### src/rtl/uart_pkg.sv
//------------------------------------------------------------------------------
// Module  : uart_pkg
// Brief   : Shared types and constants for the UART transmit buffer.
// Revision: 1.0 - initial release
//------------------------------------------------------------------------------
`default_nettype none

package uart_pkg;

  localparam int UART_DATA_W = 8;

  typedef enum logic [1:0] {
    IDLE      = 2'd0,
    LAUNCH    = 2'd1,
    WAIT_BUSY = 2'd2,
    WAIT_DONE = 2'd3
  } txbuf_state_t;

endpackage

`default_nettype wire

### src/rtl/sync_fifo.sv
//------------------------------------------------------------------------------
// Module  : sync_fifo
// Brief   : Single-clock circular-buffer FIFO with registered occupancy count.
// Revision: 1.0 - initial release
//------------------------------------------------------------------------------
`default_nettype none

module sync_fifo #(
  parameter int DEPTH  = 16,
  parameter int DATA_W = 8,
  parameter int CNT_W  = $clog2(DEPTH) + 1
) (
  input  logic              clk,
  input  logic              rst,
  input  logic              wr_en,
  input  logic [DATA_W-1:0] wr_data,
  input  logic              rd_en,
  output logic [DATA_W-1:0] rd_data,
  output logic              full,
  output logic              empty,
  output logic [CNT_W-1:0]  count
);

  localparam int c_PTR_W = $clog2(DEPTH);

  logic [DATA_W-1:0]  r_mem [DEPTH];
  logic [c_PTR_W-1:0] r_wr_ptr;
  logic [c_PTR_W-1:0] r_rd_ptr;
  logic [CNT_W-1:0]   r_count;
  logic               w_full;
  logic               w_empty;
  logic               w_push;
  logic               w_pop;

  // Flags decode the count register only, so nothing here depends on wr_en.
  assign w_full  = (r_count == CNT_W'(DEPTH));
  assign w_empty = (r_count == '0);
  assign w_push  = wr_en && !w_full;
  assign w_pop   = rd_en && !w_empty;

  always_ff @(posedge clk) begin
    if (w_push) begin
      r_mem[r_wr_ptr] <= wr_data;
    end
  end

  // DEPTH is a power of two, so the pointers wrap by natural overflow.
  always_ff @(posedge clk or posedge rst) begin
    if (rst) begin
      r_wr_ptr <= '0;
      r_rd_ptr <= '0;
      r_count  <= '0;
    end else begin
      if (w_push) begin
        r_wr_ptr <= r_wr_ptr + c_PTR_W'(1);
      end
      if (w_pop) begin
        r_rd_ptr <= r_rd_ptr + c_PTR_W'(1);
      end
      case ({w_push, w_pop})
        2'b10:   r_count <= r_count + CNT_W'(1);
        2'b01:   r_count <= r_count - CNT_W'(1);
        default: r_count <= r_count;
      endcase
    end
  end

  assign rd_data = r_mem[r_rd_ptr];
  assign full    = w_full;
  assign empty   = w_empty;
  assign count   = r_count;

endmodule

`default_nettype wire

### src/rtl/uart_tx_buffer.sv
//------------------------------------------------------------------------------
// Module  : uart_tx_buffer
// Brief   : Byte FIFO feeding a UART transmitter one frame at a time.
//           Optional overflow flag with ports ovf_clr/overflow under
//           UART_TXBUF_OVERFLOW_EN.
// Revision: 1.0 - initial release
//------------------------------------------------------------------------------
`default_nettype none

module uart_tx_buffer
  import uart_pkg::*;
#(
  parameter int DEPTH = 16,
  parameter int CNT_W = $clog2(DEPTH) + 1
) (
  input  logic                   clk,
  input  logic                   rst,
  input  logic                   wr_en,
  input  logic [UART_DATA_W-1:0] wr_data,
  output logic                   full,
  output logic                   empty,
  output logic [CNT_W-1:0]       count,
  output logic                   transmit,
  output logic [UART_DATA_W-1:0] tx_byte,
  input  logic                   is_transmitting,
  output logic                   busy
`ifdef UART_TXBUF_OVERFLOW_EN
  ,
  input  logic                   ovf_clr,
  output logic                   overflow
`endif
);

  txbuf_state_t           r_state;
  txbuf_state_t           w_state_next;
  logic                   w_pop;
  logic                   w_full;
  logic                   w_empty;
  logic [UART_DATA_W-1:0] w_head;
  logic                   r_transmit;
  logic [UART_DATA_W-1:0] r_tx_byte;

  sync_fifo #(
    .DEPTH  (DEPTH),
    .DATA_W (UART_DATA_W),
    .CNT_W  (CNT_W)
  ) u_fifo (
    .clk     (clk),
    .rst     (rst),
    .wr_en   (wr_en),
    .wr_data (wr_data),
    .rd_en   (w_pop),
    .rd_data (w_head),
    .full    (w_full),
    .empty   (w_empty),
    .count   (count)
  );

  always_comb begin
    w_state_next = r_state;
    w_pop        = 1'b0;
    case (r_state)
      IDLE: begin
        if (!w_empty) begin
          w_pop        = 1'b1;
          w_state_next = LAUNCH;
        end
      end
      LAUNCH:    w_state_next = WAIT_BUSY;
      WAIT_BUSY: if (is_transmitting)  w_state_next = WAIT_DONE;
      WAIT_DONE: if (!is_transmitting) w_state_next = IDLE;
      default:   w_state_next = IDLE;
    endcase
  end

  // transmit is registered from the next-state decode so it is high exactly
  // while the state register holds LAUNCH.
  always_ff @(posedge clk or posedge rst) begin
    if (rst) begin
      r_state    <= IDLE;
      r_transmit <= 1'b0;
      r_tx_byte  <= '0;
    end else begin
      r_state    <= w_state_next;
      r_transmit <= (w_state_next == LAUNCH);
      if (w_pop) begin
        r_tx_byte <= w_head;
      end
    end
  end

`ifdef UART_TXBUF_OVERFLOW_EN
  logic r_overflow;

  always_ff @(posedge clk or posedge rst) begin
    if (rst) begin
      r_overflow <= 1'b0;
    end else if (wr_en && w_full) begin
      r_overflow <= 1'b1;
    end else if (ovf_clr) begin
      r_overflow <= 1'b0;
    end
  end

  assign overflow = r_overflow;
`endif

  assign full     = w_full;
  assign empty    = w_empty;
  assign transmit = r_transmit;
  assign tx_byte  = r_tx_byte;
  assign busy     = (r_state != IDLE);

endmodule

`default_nettype wire

### config.mk
export PLATFORM = sky130hd
export DESIGN_NAME = uart_tx_buffer
export DESIGN_NICKNAME = d
export VERILOG_FILES = /design/src/rtl/uart_pkg.sv /design/src/rtl/sync_fifo.sv /design/src/rtl/uart_tx_buffer.sv
export SDC_FILE = /design/constraint.sdc
export NUM_CORES = 1
export LEC_CHECK = 0
export ABC_AREA = 1
export BUFFER_PORTS_ARGS = -buffer_cell sky130_fd_sc_hd__clkbuf_2
export CORE_MARGIN = 1
export CORE_UTILIZATION = 55
export DETAILED_ROUTE_END_ITERATION = 7
export PLACE_DENSITY = 0.68
export SLEW_MARGIN = 10
export SYNTH_ARGS = -nofsm -noshare
export SYNTH_HDL_FRONTEND = slang
export SYNTH_SLANG_ARGS = --single-unit
### constraint.sdc
create_clock -name clk -period 6.5 [get_ports clk]
set_input_delay 0.975 -clock clk [delete_from_list [all_inputs] [get_ports clk]]
set_output_delay 0.975 -clock clk [all_outputs]
set_load 0.1 [all_outputs]
Yosys cells after proc, flatten, opt, wreduce, memory -nomap -nowiden
Memories as Yosys holds them, arrays and structs flattened. A register that Yosys moved wholly into a read port is not among the register bits. Cells that the tools add are included.

Add/subtract/negate cells: 4. Equality and inequality tests: 7. Muxes and demuxes: 9. Reductions and logical operators: 8.

Operator list (count): 5-bit one-hot mux with 2 select lines (1); 4-bit by 1-bit adder with 4-bit output (second input constant) (2); 2-bit one-hot mux with 4 select lines (1); 2-bit by 1-bit equality test with 1-bit output (second input constant) (3); 2-bit equality test (second input constant) (3); 2-bit two-way mux (3); 5-bit by 1-bit adder with 5-bit output (second input constant) (1); 5-bit equality test (second input constant) (1); 5-bit zero test (1); 5-bit by 1-bit subtractor with 5-bit output (second input constant) (1); 1-bit two-way mux (4); 2-bit nonzero test (2); 1-bit logical AND (2); 1-bit zero test (2); 2-bit zero test (1).

Flip-flop bits (word level): 16. RAM bits: 128. Bits of input ports: 12. Logic and storage cells: 34. Memories: 1.

Memory list: u_fifo.r_mem (depth 16, width 8, rd ports 1, clocked after Yosys merged registers in 1, wr ports 1, RTL line sync_fifo.sv:26) `logic [DATA_W-1:0] r_mem [DEPTH];`.

Depth between registers and ports, before layout
Word-level depth: 6. Mapped depth: 15.

By module
From an unflattened synthesis, not the netlist that was laid out.

Cell total of the unflattened synthesis: 673. Area, all modules: 6683.9 µm².

Modules (own cells, without submodules): sync_fifo (times used 1, cells an instance 624, area an instance 6242.2 µm², seq. area each 4169.0 µm²); uart_tx_buffer (times used 1, cells an instance 49, area an instance 441.7 µm², seq. area each 275.3 µm²).

Least setup slack after synthesis
Ideal clock, no wire load.

Path type: register -> output. From: reg u_fifo.r_count[0] (netlist: u_fifo.count[0]). To: out full. Arrival time: 1916 ps. Slack: 3609 ps. Stages on the path, launching flop included: 4. Path through: dfrtp_1 nor4_2 nand2_1 inv_1.

Longest elaborated chain between the ends: 1.

Ends and longest elaborated chain: start, declared (RTL line sync_fifo.sv:29) `logic [CNT_W-1:0] r_count;`; start signal, assigned (RTL line sync_fifo.sv:61) `2'b10: r_count <= r_count + CNT_W'(1);`; start signal, assigned (RTL line sync_fifo.sv:62) `2'b01: r_count <= r_count - CNT_W'(1);`; start signal, assigned (RTL line sync_fifo.sv:63) `default: r_count <= r_count;`; 5-bit equality test (RTL line sync_fifo.sv:36) `assign w_full = (r_count == CNT_W'(DEPTH));`; end, declared (RTL line uart_tx_buffer.sv:20) `output logic full,`.

Every way passes these cells.

Final worst setup path
From: reg u_fifo.r_count[0] (netlist: u_fifo.count[0]). To: reg u_fifo.r_count[4] (netlist: u_fifo.count[4]).

Longest elaborated chain between the ends: 6. Elaborated cells on any way between the ends: 14.

Ends and longest elaborated chain: 5-bit zero test (RTL line sync_fifo.sv:37) `assign w_empty = (r_count == '0);`; 1-bit two-way mux (RTL line uart_tx_buffer.sv:64) `if (!w_empty) begin`; 1-bit two-way mux (RTL line uart_tx_buffer.sv:62) `case (r_state)`; 1-bit logical AND (RTL line sync_fifo.sv:39) `assign w_pop = rd_en && !w_empty;`; 2-bit by 1-bit equality test with 1-bit output or 2-bit equality test (tied branches) (RTL line sync_fifo.sv:60) `case ({w_push, w_pop})`; 5-bit one-hot mux with 2 select lines or 2-bit nonzero test (tied branches).

Parallel ways exist; a longest one is shown, timed or not. A chain may end at the register's enable or synchronous reset.

==> metrics.txt <==
Post-Synthesis Cells 691; H-tree depth 4; grt met3 use 4.82%; CTS tree done; Worst-path clk slew 0.06 ns; Worst Hold Launch tx_byte[6]$_DFFE_PP0P_; syn_nets 712; total wire length 14700 um; DRC Markers 0; status complete, no violations; std cell rows 40; sequential-to-total area share from yosys stat 65.2%; HPWL after detailed placement 9190 um; endpoint type of the worst setup path flop; placer congestion estimate 0.903; share of layout cells above drive strength 1 8.59%; CTS Buf Count 17; Post-CTS Repair Setup Buffers 0; worst-skew pair later-pin latency 0.42 ns; Fmax 334 MHz; reg2reg setup slack 3.51 ns; Root Driver clkbuf_16; Die Y 113 um; router iterations before antenna repair 5; Final Hold Viols 0; minimum clock period 2.99 ns; gr ovfl total 0; area grow syn2layout 10.7%; count of hold-fix buffers inserted at cts 0; required time of the critical path 6.86 ns; Mapped Area 6820 um2; slew margin rel. 19.6%; Min-Delay Path Class reg2reg; clock sinks 152; GR peak layer met2; Min Hold Slack 0.482 ns; DRT antenna net count 0; mean routed wirelength per cell 16.5 um; Slew Limit Fails 0; CP Data Arrival Time 3.36 ns; antenna cell count 0; Max FO, Critical Path 24; Worst-Margin Slew 1.21 ns; unrepaired setup endpoints after global routing no; NumNets Final 730; Die Wd 113 um; Mapped Avg Cell Area 9.87 um2; critical path class reg2reg; die area 12800 um2; peak supply drop 0.226 mV; Period Utilization, post-route 46.1%; IO Count 29; DR vias 4581; fillers 1003; static leakage 3.41 nW; GR Util met1 34.8%; setup_tns 0 ns; endpoints failing setup 0; M2 GR Usage 39.5%; post-route clock skew 0.00985 ns; vias in the first global route 4389; antenna violations before repair 0; FF-to-FF Start u_fifo.count[0]$_DFFE_PP0P_; DR iter-0 viols 378; Global Route Usage Sum 24.9%; Pwr Density 463 nW/um2; startpoint types flop; detailed-route vias per instance 5.15; PostCTS Resize Cnt 0; PortBufs 28; Starting Density 56.5%; #FFs+latches synth 152; Syn. warnings 0; Max-Cap Viols 0; Netlist cell types 22; CP startpoint u_fifo.count[0]$_DFFE_PP0P_; largest net degree at the start of global routing 69; CTS Buffer Depth 2; global-route wire length before repair 23200 um; core footprint 12100 um2
kinds of logic after synthesis:
| family | count (synthesis) | synth area share, % |
|---|---|---|
| AO/OA/AOI/OAI | 5 | 0.440 |
| flip-flops | 152 | 65.2 |
| AND/OR/NAND/NOR | 363 | 22.3 |
| adder cells (fa/ha/maj) | 9 | 1.65 |
| buffers and inverters | 153 | 9.27 |
| XOR/XNOR | 9 | 1.16 |
power by group:
group	switching [mW]	total (mW)	internal, mW
combinational	0.991	1.29	0.297
clock	0.376	0.896	0.519
sequential	0.116	1.31	1.20
routing by layer:
layer | up-vias | wire, um | part of all wire [%]
li1 | 2241 | - | -
met1 | 2144 | 6630 | 45
met2 | 168 | 6890 | 47
met3 | 28 | 876 | 6.0
met4 | 0 | 297 | 2.0
met5 | - | 0 | 0
flip-flops by register name (all words and copies together) (netlist names):
name,flops
transmit,1
u_fifo.count,5
u_fifo.r_rd_ptr,4
tx_byte,8
r_state,2
u_fifo.r_wr_ptr,4
u_fifo.r_mem,128
cell type report:
type / count / area (um2) / area share, %
sequential: 152 / 4450 / 58.9
multi-input combinational: 386 / 1740 / 23.1
timing repair buffer: 29 / 148 / 1.96
tap: 168 / 210 / 2.79
clock buffer: 18 / 429 / 5.69
clock inverter: 14 / 109 / 1.44
inverter: 123 / 462 / 6.12
critical path: stages (launching register included):
cell and delay (ns):
dfrtp_1 0.44, nor4_2 0.32, nand2_1 0.11, nand2_1 0.71, ha_1 0.37, xor2_1 0.23, ha_1 0.18, inv_1 0.04
nand2_1 0.09, nand3_1 0.10, nand2_1 0.09, xor2_1 0.14, nand2_1 0.06, nand2_1 0.05
path summary, 6_finish.rpt:
check                                                 endpoint  cells after the start
worst max-delay path               u_fifo.count[4]$_DFFE_PP0P_                     13
worst min-delay path                    tx_byte[6]$_DFFE_PP0P_                      2
worst max register to register     u_fifo.count[4]$_DFFE_PP0P_                     13
worst min register to register          tx_byte[6]$_DFFE_PP0P_                      2
max in group asynchronous       u_fifo.r_rd_ptr[0]$_DFFE_PP0P_                      2
min in group asynchronous          u_fifo.count[3]$_DFFE_PP0P_                      2
synth_stat cells (all sizes together):
master,count,area share (%)
edfxtp,128,56
nor2,3,0.17
nor3,16,1.2
xor2,5,0.64
o21bai,1,0.11
nand2,241,13
nor4,1,0.18
o21ai,3,0.22
ha,9,1.7
clkinv,1,0.055
clkbuf,3,0.17
dfrtp,24,8.8
inv,122,6.7
xnor2,4,0.51
a21boi,1,0.11
nand3,102,7.5
buf,27,2.3
metrics by stage:
stage          std cells  power, mW  instance area, um2  setup WS, ns  utilization, %
3_5_place_dp         858       2.60                7010          3.32            58.1
3_3_place_gp         858       2.59                7010          3.36            58.1
6_report             890       3.50                7550          3.51            62.6
2_1_floorplan        691       2.33                6820          3.61               -
4_1_cts              890       3.50                7550          3.48            62.6
5_1_grt              890       3.68                7550          3.25            62.6
placed cells by master, fill, tap and decap left out:
cell type and n:
clkbuf_16 17, clkinv_1 4, o21bai_1 1, inv_2 2, nand3_1 102, clkinvlp_4 4, nor4_2 1, clkinv_4 1
nor2_1 3, clkbuf_2 28, inv_1 120, a21boi_0 1, nand2_1 240, xor2_1 5, nor3_1 16, buf_4 1
dfrtp_2 1, ha_1 9, bufinv_16 1, inv_6 1, xnor2_1 4, o21ai_0 3, edfxtp_1 128, dfrtp_1 23
clkinv_2 4, clkbuf_1 1, nand2_2 1
Power figures use the tool's default switching activity.
